==> config.mk <==
export PLATFORM = sky130hd
export DESIGN_NAME = alu_issue_seq
export DESIGN_NICKNAME = d
export VERILOG_FILES = /design/src/rtl/alu_issue_seq.sv
export SDC_FILE = /design/constraint.sdc
export NUM_CORES = 1
export LEC_CHECK = 0
export CORE_MARGIN = 1.5
export CORE_UTILIZATION = 52
export CTS_CLUSTER_DIAMETER = 50
export DETAILED_ROUTE_END_ITERATION = 8
export PLACE_DENSITY_LB_ADDON = 0.08
export SLEW_MARGIN = 40
export SYNTH_ARGS = -nofsm -noshare
export SYNTH_HDL_FRONTEND = slang
export SYNTH_SLANG_ARGS = --single-unit
export TNS_END_PERCENT = 50
==> constraint.sdc <==
create_clock -name clk -period 2.1 [get_ports clk]
set_clock_uncertainty 0.05 [all_clocks]
set_input_delay 0.42 -clock clk [delete_from_list [all_inputs] [get_ports clk]]
set_output_delay 0.42 -clock clk [all_outputs]
set_load 0.02 [all_outputs]
==> src/rtl/alu_issue_seq.sv <==
// Issue/writeback sequencer around an external 16-bit ALU: fetches operands
// from an 8-entry register file, drives the ALU, and writes results back.
module alu_issue_seq #(
   parameter int DATA_W  = 16,
   parameter int REG_CNT = 8,
   parameter int ADDR_W  = 3
) (
   input  logic              clk,
   input  logic              rst,
   input  logic              instr_valid,
   input  logic [15:0]       instr,
   output logic              instr_ready,
   output logic [3:0]        alu_operator,
   output logic [DATA_W-1:0] alu_op1,
   output logic [DATA_W-1:0] alu_op2,
   input  logic [DATA_W-1:0] alu_out,
   output logic              done,
   output logic              div_zero_err,
   input  logic [ADDR_W-1:0] dbg_addr,
   output logic [DATA_W-1:0] dbg_data
);

   typedef enum logic [1:0] {IDLE, FETCH, EXEC, WB} state_t;

   state_t              state;
   logic [15:0]         ir;
   logic [DATA_W-1:0]   result;
   logic [DATA_W-1:0]   regs [REG_CNT];

   logic [3:0]          opcode;
   logic [ADDR_W-1:0]   rd;
   logic [ADDR_W-1:0]   rs1;
   logic [ADDR_W-1:0]   rs2;
   logic [DATA_W-1:0]   imm;
   logic [DATA_W-1:0]   rs1_val;
   logic [DATA_W-1:0]   rs2_val;
   logic                is_div;
   logic                unused_bits;

   assign opcode  = ir[15:12];
   assign rd      = ir[11:9];
   assign rs1     = ir[8:6];
   assign rs2     = ir[5:3];
   assign imm     = {{(DATA_W-9){1'b0}}, ir[8:0]};
   assign is_div  = (opcode == 4'h4) || (opcode == 4'h5);
   assign unused_bits = ^ir[2:0];

   assign rs1_val  = (rs1 == '0) ? '0 : regs[rs1];
   assign rs2_val  = (rs2 == '0) ? '0 : regs[rs2];
   assign dbg_data = (dbg_addr == '0) ? '0 : regs[dbg_addr];

   // Gated with rst so ready stays low while reset is held, even though state is IDLE.
   assign instr_ready = rst && (state == IDLE);

   always_ff @(posedge clk or negedge rst) begin
      if (!rst) begin
         state        <= IDLE;
         ir           <= '0;
         result       <= '0;
         alu_operator <= 4'hF;
         alu_op1      <= '0;
         alu_op2      <= '0;
         done         <= 1'b0;
         div_zero_err <= 1'b0;
         for (int unsigned i = 0; i < REG_CNT; i++) regs[i] <= '0;
      end else begin
         done <= 1'b0;
         case (state)
            IDLE: begin
               if (instr_valid) begin
                  ir    <= instr;
                  state <= FETCH;
               end
            end
            FETCH: begin
               if (!opcode[3]) begin
                  alu_operator <= opcode;
                  alu_op1      <= rs1_val;
                  alu_op2      <= rs2_val;
               end else begin
                  alu_operator <= 4'hF;
                  alu_op1      <= '0;
                  alu_op2      <= '0;
               end
               state <= EXEC;
            end
            EXEC: begin
               result <= alu_out;
               state  <= WB;
            end
            WB: begin
               if (!opcode[3]) begin
                  if (is_div && (alu_op2 == '0)) div_zero_err <= 1'b1;
                  else if (rd != '0)             regs[rd]     <= result;
               end else if ((opcode == 4'h8) && (rd != '0)) begin
                  regs[rd] <= imm;
               end
               done  <= 1'b1;
               state <= IDLE;
            end
            default: state <= IDLE;
         endcase
      end
   end

endmodule

Yosys cells after proc, flatten, opt, wreduce, memory -nomap -nowiden

Index checks and enable logic that the tools add are counted.

Word-level logic and storage cells: 76
Input bits: 38
Output and inout bits: 55
Register bits after elaboration: 200

Muxes and demuxes: 26
Magnitude comparators: 5
Bitwise logic cells: 5
Equality and inequality tests: 9
Reduce and logical (&&, ||, !) cells: 15

Operator list:

| cell                                                | number |
|---|---|
| two-way mux 128 bit                                 | 4 |
| bitwise mux 128 bit                                 | 2 |
| two-way mux 16 bit                                  | 12 |
| binary-select mux 16 bit (select 3 bit)             | 3 |
| demux 16 bit (select 3 bit)                         | 1 |
| >= comparator 4 bit (second input constant)         | 4 |
| logical NOT 16 bit                                  | 1 |
| NOT 3 -> 4 bit                                      | 4 |
| logical NOT 3 bit                                   | 3 |
| == test 4 x 3 -> 1 bit (second input constant)      | 2 |
| one-hot mux 2 bit (4 select lines)                  | 1 |
| == test 2 bit (second input constant)               | 2 |
| == test 4 bit (second input constant)               | 1 |
| logical AND 1 bit                                   | 4 |
| < comparator 4 x 1 -> 1 bit (second input constant) | 1 |
| two-way mux 4 bit                                   | 1 |
| != test 2 bit (second input constant)               | 2 |
| AND reduction 4 bit                                 | 1 |
| AND reduction 3 bit                                 | 1 |
| nonzero test 3 bit                                  | 1 |
| == test 2 x 1 -> 1 bit (second input constant)      | 1 |
| logical NOT 2 bit                                   | 1 |
| two-way mux 2 bit                                   | 1 |
| != test 2 x 1 -> 1 bit (second input constant)      | 1 |
| 5 further kinds                                     | 5 |

Logic depth before layout (Yosys ltp)

Depth after elaboration: 9
Depth in mapped cells: 6

Least setup slack after synthesis

No wires, ideal clock.

Path type: in2out
Start point: input port dbg_addr[0]
End point: output port dbg_data[11]
Data required time: 1.630 ns
Cell stages on the path: 5
Path slack: -0.332 ns
Arrival: 1.962 ns
Cells stage by stage: clkbuf_1 > buf_1 > clkbuf_1 > a22oi_1 > o21ai_0

Word-level cells in the longest chain between the ends: 5
Elaborated cells on any way between the ends: 6
Classes of those cells: mux: 4; bitwise: 1; reduce/logical: 1

RTL lines:

| item                                                   | line | RTL |
|---|---|---|
| start, declared                                        | 19   | `input logic [ADDR_W-1:0] dbg_addr,` |
| NOT 3 -> 4 bit (implied by the code)                   | 50   | `assign dbg_data = (dbg_addr == '0) ? '0 : regs[dbg_addr];` |
| binary-select mux 16 bit (select 3 bit)                | 50   |  |
| two-way mux 16 bit (implied by the code) (2 in series) | 50   |  |
| two-way mux 16 bit *                                   | 50   |  |
| end, declared                                          | 20   | `output logic [DATA_W-1:0] dbg_data` |

Mark *: on every way between the ends. The rest lies on a longest branch, timed or not. The select of a mux whose other input is x is not followed.

Final worst setup path

Start point: register regs[3] (netlist bit)
End point: output port dbg_data[3]

Word-level cells in the longest chain between the ends: 4

RTL lines:

| item                                                   | line | RTL |
|---|---|---|
| start, declared                                        | 28   | `logic [DATA_W-1:0] regs [REG_CNT];` |
| start signal, assigned by index                        | 94   | `else if (rd != '0) regs[rd] <= result;` |
| start signal, assigned by index                        | 96   | `regs[rd] <= imm;` |
| binary-select mux 16 bit (select 3 bit)                | 50   |  |
| two-way mux 16 bit (implied by the code) (2 in series) | 50   |  |
| two-way mux 16 bit                                     | 50   |  |

No other way between the ends. The select of a mux whose other input is x is not followed.

==> results_dict.tcl <==
set metrics [dict create \
    violations "setup timing" \
    cp_cell_sequence "mux4_2 -> inv_2 -> a21oi_2 -> buf_4" \
    placedCellCount 1104 \
    rows 50 \
    maxCapViolations 0 \
    pin_count 93 \
    die_w_um 141 \
    design_area_um2 13100 \
    worst_slack_ps -7.67 \
    antenna_cells 0 \
    powerDensity_nw_per_um2 1570 \
    place_area_um2 11900 \
    relSlewSlack 0.589 \
    grt_pass1_vias 8047 \
    first_pass_iters 5 \
    final_max_slew_viol_count 0 \
    multi_input_area_um2 5110 \
    cp_num_buf_inv 2 \
    min_from "div_zero_err" \
    async_reset_ff_frac 1.00 \
    worst_slew_pin_slew_ps 616 \
    netlist-cell-type-count 43 \
    antenna_found_initial 0 \
    routedWlPerCell_um 25.7 \
    hold_path_end "div_zero_err" \
    drtAntennaViolNets 0 \
    io_buffers 92 \
    yosysTopAreaCell "dfrtp_1" \
    timing.rr.end "regs[109]" \
    hpwl_um 19100 \
    hold_class "flip-flop to flip-flop" \
    synth_area_um2 9950 \
    htree_levels 4 \
    area_growth_pct 31.2 \
    p_leak_nw 5.73 \
    cts_buffers 17 \
    period_minus_slack_ps 2110 \
    max_clock_freq_mhz 474 \
    grt_usage 0.313 \
    vias 7557 \
    worstPathRequired_ps 1630 \
    chipHeight_um 141 \
    setup_tns_ps -7.67 \
    status "complete, but fails checks" \
    final_common_cell "mux2_2" \
    cp_slowest_cell "mux4_2" \
    nFillCells 1337 \
    die-area_um2 20000 \
    grt_pass1_wl_um 46700 \
    syn_area_per_cell_um2 13.6 \
    max_stage_delay_ps 520 \
    crit_path_start_kind "flip-flop" \
    whs_ps 433 \
    dpl_worst_slack_ps -857 \
    fin_nets 979 \
    gp_congestion 0.866 \
    cp_top_family "multiplexers" \
    layout.cells.non_filler 1182 \
    period_share 1.00 \
    start_util 0.532 \
    cts_sinks 184 \
    mostFrequentLayoutCells "199 x mux2_2, 180 x dfrtp_1, 133 x buf_4, 72 x clkdlybuf4s50_1, 43 x mux4_2" \
    rsz0062_at_grt "yes" \
    syn_inst 734 \
    viasPerCell 6.39 \
    cp.arrival_ps 1640 \
    drc 0 \
    path_clk_slew_ps 70 \
    setup_viol 1 \
    ys_warn_count 0 \
    critPathMaxFanout 4 \
    endpoint_kind "primary output" \
    synth.area.top_cells "dfrtp_1 45%, mux2_2 23%, mux4_2 9.7%" \
    worstSkewPairLatency_ps 430 \
    cts_buffer_depth 2 \
    grt_max_degree 72 \
    regArea_um2 4610 \
    wl_um 30400 \
    synth_nets 777 \
    hold_viol_final 0 \
    synth_seq_cells 184 \
    drtIter0Drc 533 \
    path_class "flip-flop to primary output" \
    drive_above_1_share 0.547 \
    yosysSeqAreaShare 0.463 \
    core-area_um2 18700 \
    synth_edf_count 0 \
    hold_depth 1 \
    max-vdd-ir-drop_mv 0.814 \
    reg2regPathDepth 5 \
    synth_top_flop_cell "dfrtp_1" \
    synth_top_area_share 0.453 \
    crit-reg2reg-launch "ir[13]" \
    root_buffer "clkbuf_16" \
    reg2reg_setup_slack_ps 10 \
    tritoncts "built" \
    grt-ovfl-total 0 \
]
[worst reg2reg max path: cells and delay by family, from the launching register on]
kind | cells | cell delay (ps)
muxes | 1 | 330
buffers and inverters | 1 | 210
and+or+nand+nor | 1 | 510
AOI/OAI and AO/OA | 2 | 470
DFF | 1 | 410
[timing repair]
item / 4_1_cts / 5_1_grt
setup buffers: 22 / 22
gates resized for setup: 95 / 49
hold endpoints to repair: 13 / 0
endpoints found under the setup margin: 129 / 128
pin swaps: 5 / 13
hold buffers: 1 / 0
gates cloned: 2 / 0
[worst max path at each step]
stage                 from  depth (start not counted)            to  slack, ps
2_1_floorplan       ir[14]                          5     regs[101]        -10
3_3_place_gp   dbg_addr[1]                          7   dbg_data[3]       -810
4_1_cts            regs[7]                          4   dbg_data[7]        0.6
5_1_grt           regs[77]                          4  dbg_data[13]        -50
6_report           regs[3]                          4   dbg_data[3]         -8
3_5_place_dp   dbg_addr[1]                          7   dbg_data[9]       -860
[final cells by class]
class,instances,share of cell area
Clock buffer,19,0.0347
Clock inverter,12,0.0133
Inverter,42,0.0121
Multi-Input combinational cell,450,0.391
Sequential cell,184,0.353
Tap cell,234,0.0224
Timing Repair Buffer,241,0.173
[cell families (layout without fill, tap and decap cells)]
group,after synthesis,count (layout),synth area share
flip-flops,184,184,0.463
multiplexers,263,263,0.350
AO/OA/AOI/OAI,109,109,0.0884
AND/OR/NAND/NOR,73,73,0.0459
adder cells (fa/ha/maj),5,5,0.00629
buffers and inverters,100,314,0.0465
[registers in the layout, indices dropped and copies added, names as in the netlist]
| name | flops |
|---|---|
| regs | 112 |
| result | 16 |
| state | 2 |
| alu_op1 | 16 |
| alu_operator | 4 |
| div_zero_err | 1 |
| ir | 16 |
| done | 1 |
| alu_op2 | 16 |
[per-stage QoR]
step	power [mW]	utilization
2_1_floorplan	12.3	-
3_3_place_gp	15.7	0.634
3_5_place_dp	16.1	0.634
4_1_cts	19.8	0.681
5_1_grt	21.4	0.698
6_report	20.4	0.698
[metal layers]
layer	vias up	global-route usage	routed length (µm)
li1	3208	-	-
met1	3923	0.410	12500
met2	349	0.506	14700
met3	77	0.0624	2030
met4	0	0.147	1140
met5	-	0	0
[power breakdown]
group / internal (mW) / switching (mW)
sequential: 5.05 / 1.35
combinational: 5.69 / 4.91
clock: 2.05 / 1.39
total: 12.8 / 7.65
[synth_stat cells, types with 2 or more instances]
library cell / instances
buf_2: 7
a22oi_1: 2
nor3_1: 7
a221oi_1: 44
nor2_1: 6
mux2i_1: 4
nand4b_1: 2
buf_6: 7
mux2_2: 206
mux4_2: 43
mux2_4: 10
dfstp_2: 4
nor4_1: 2
ha_1: 5
nand2_1: 6
o32ai_1: 26
o22ai_1: 6
a21oi_2: 6
nand2b_1: 2
nor2b_1: 38
clkbuf_1: 36
o21ai_0: 2
buf_1: 6
inv_1: 42
a21oi_1: 18
dfrtp_1: 180
Note: power is estimated with default switching activity, not from simulation.
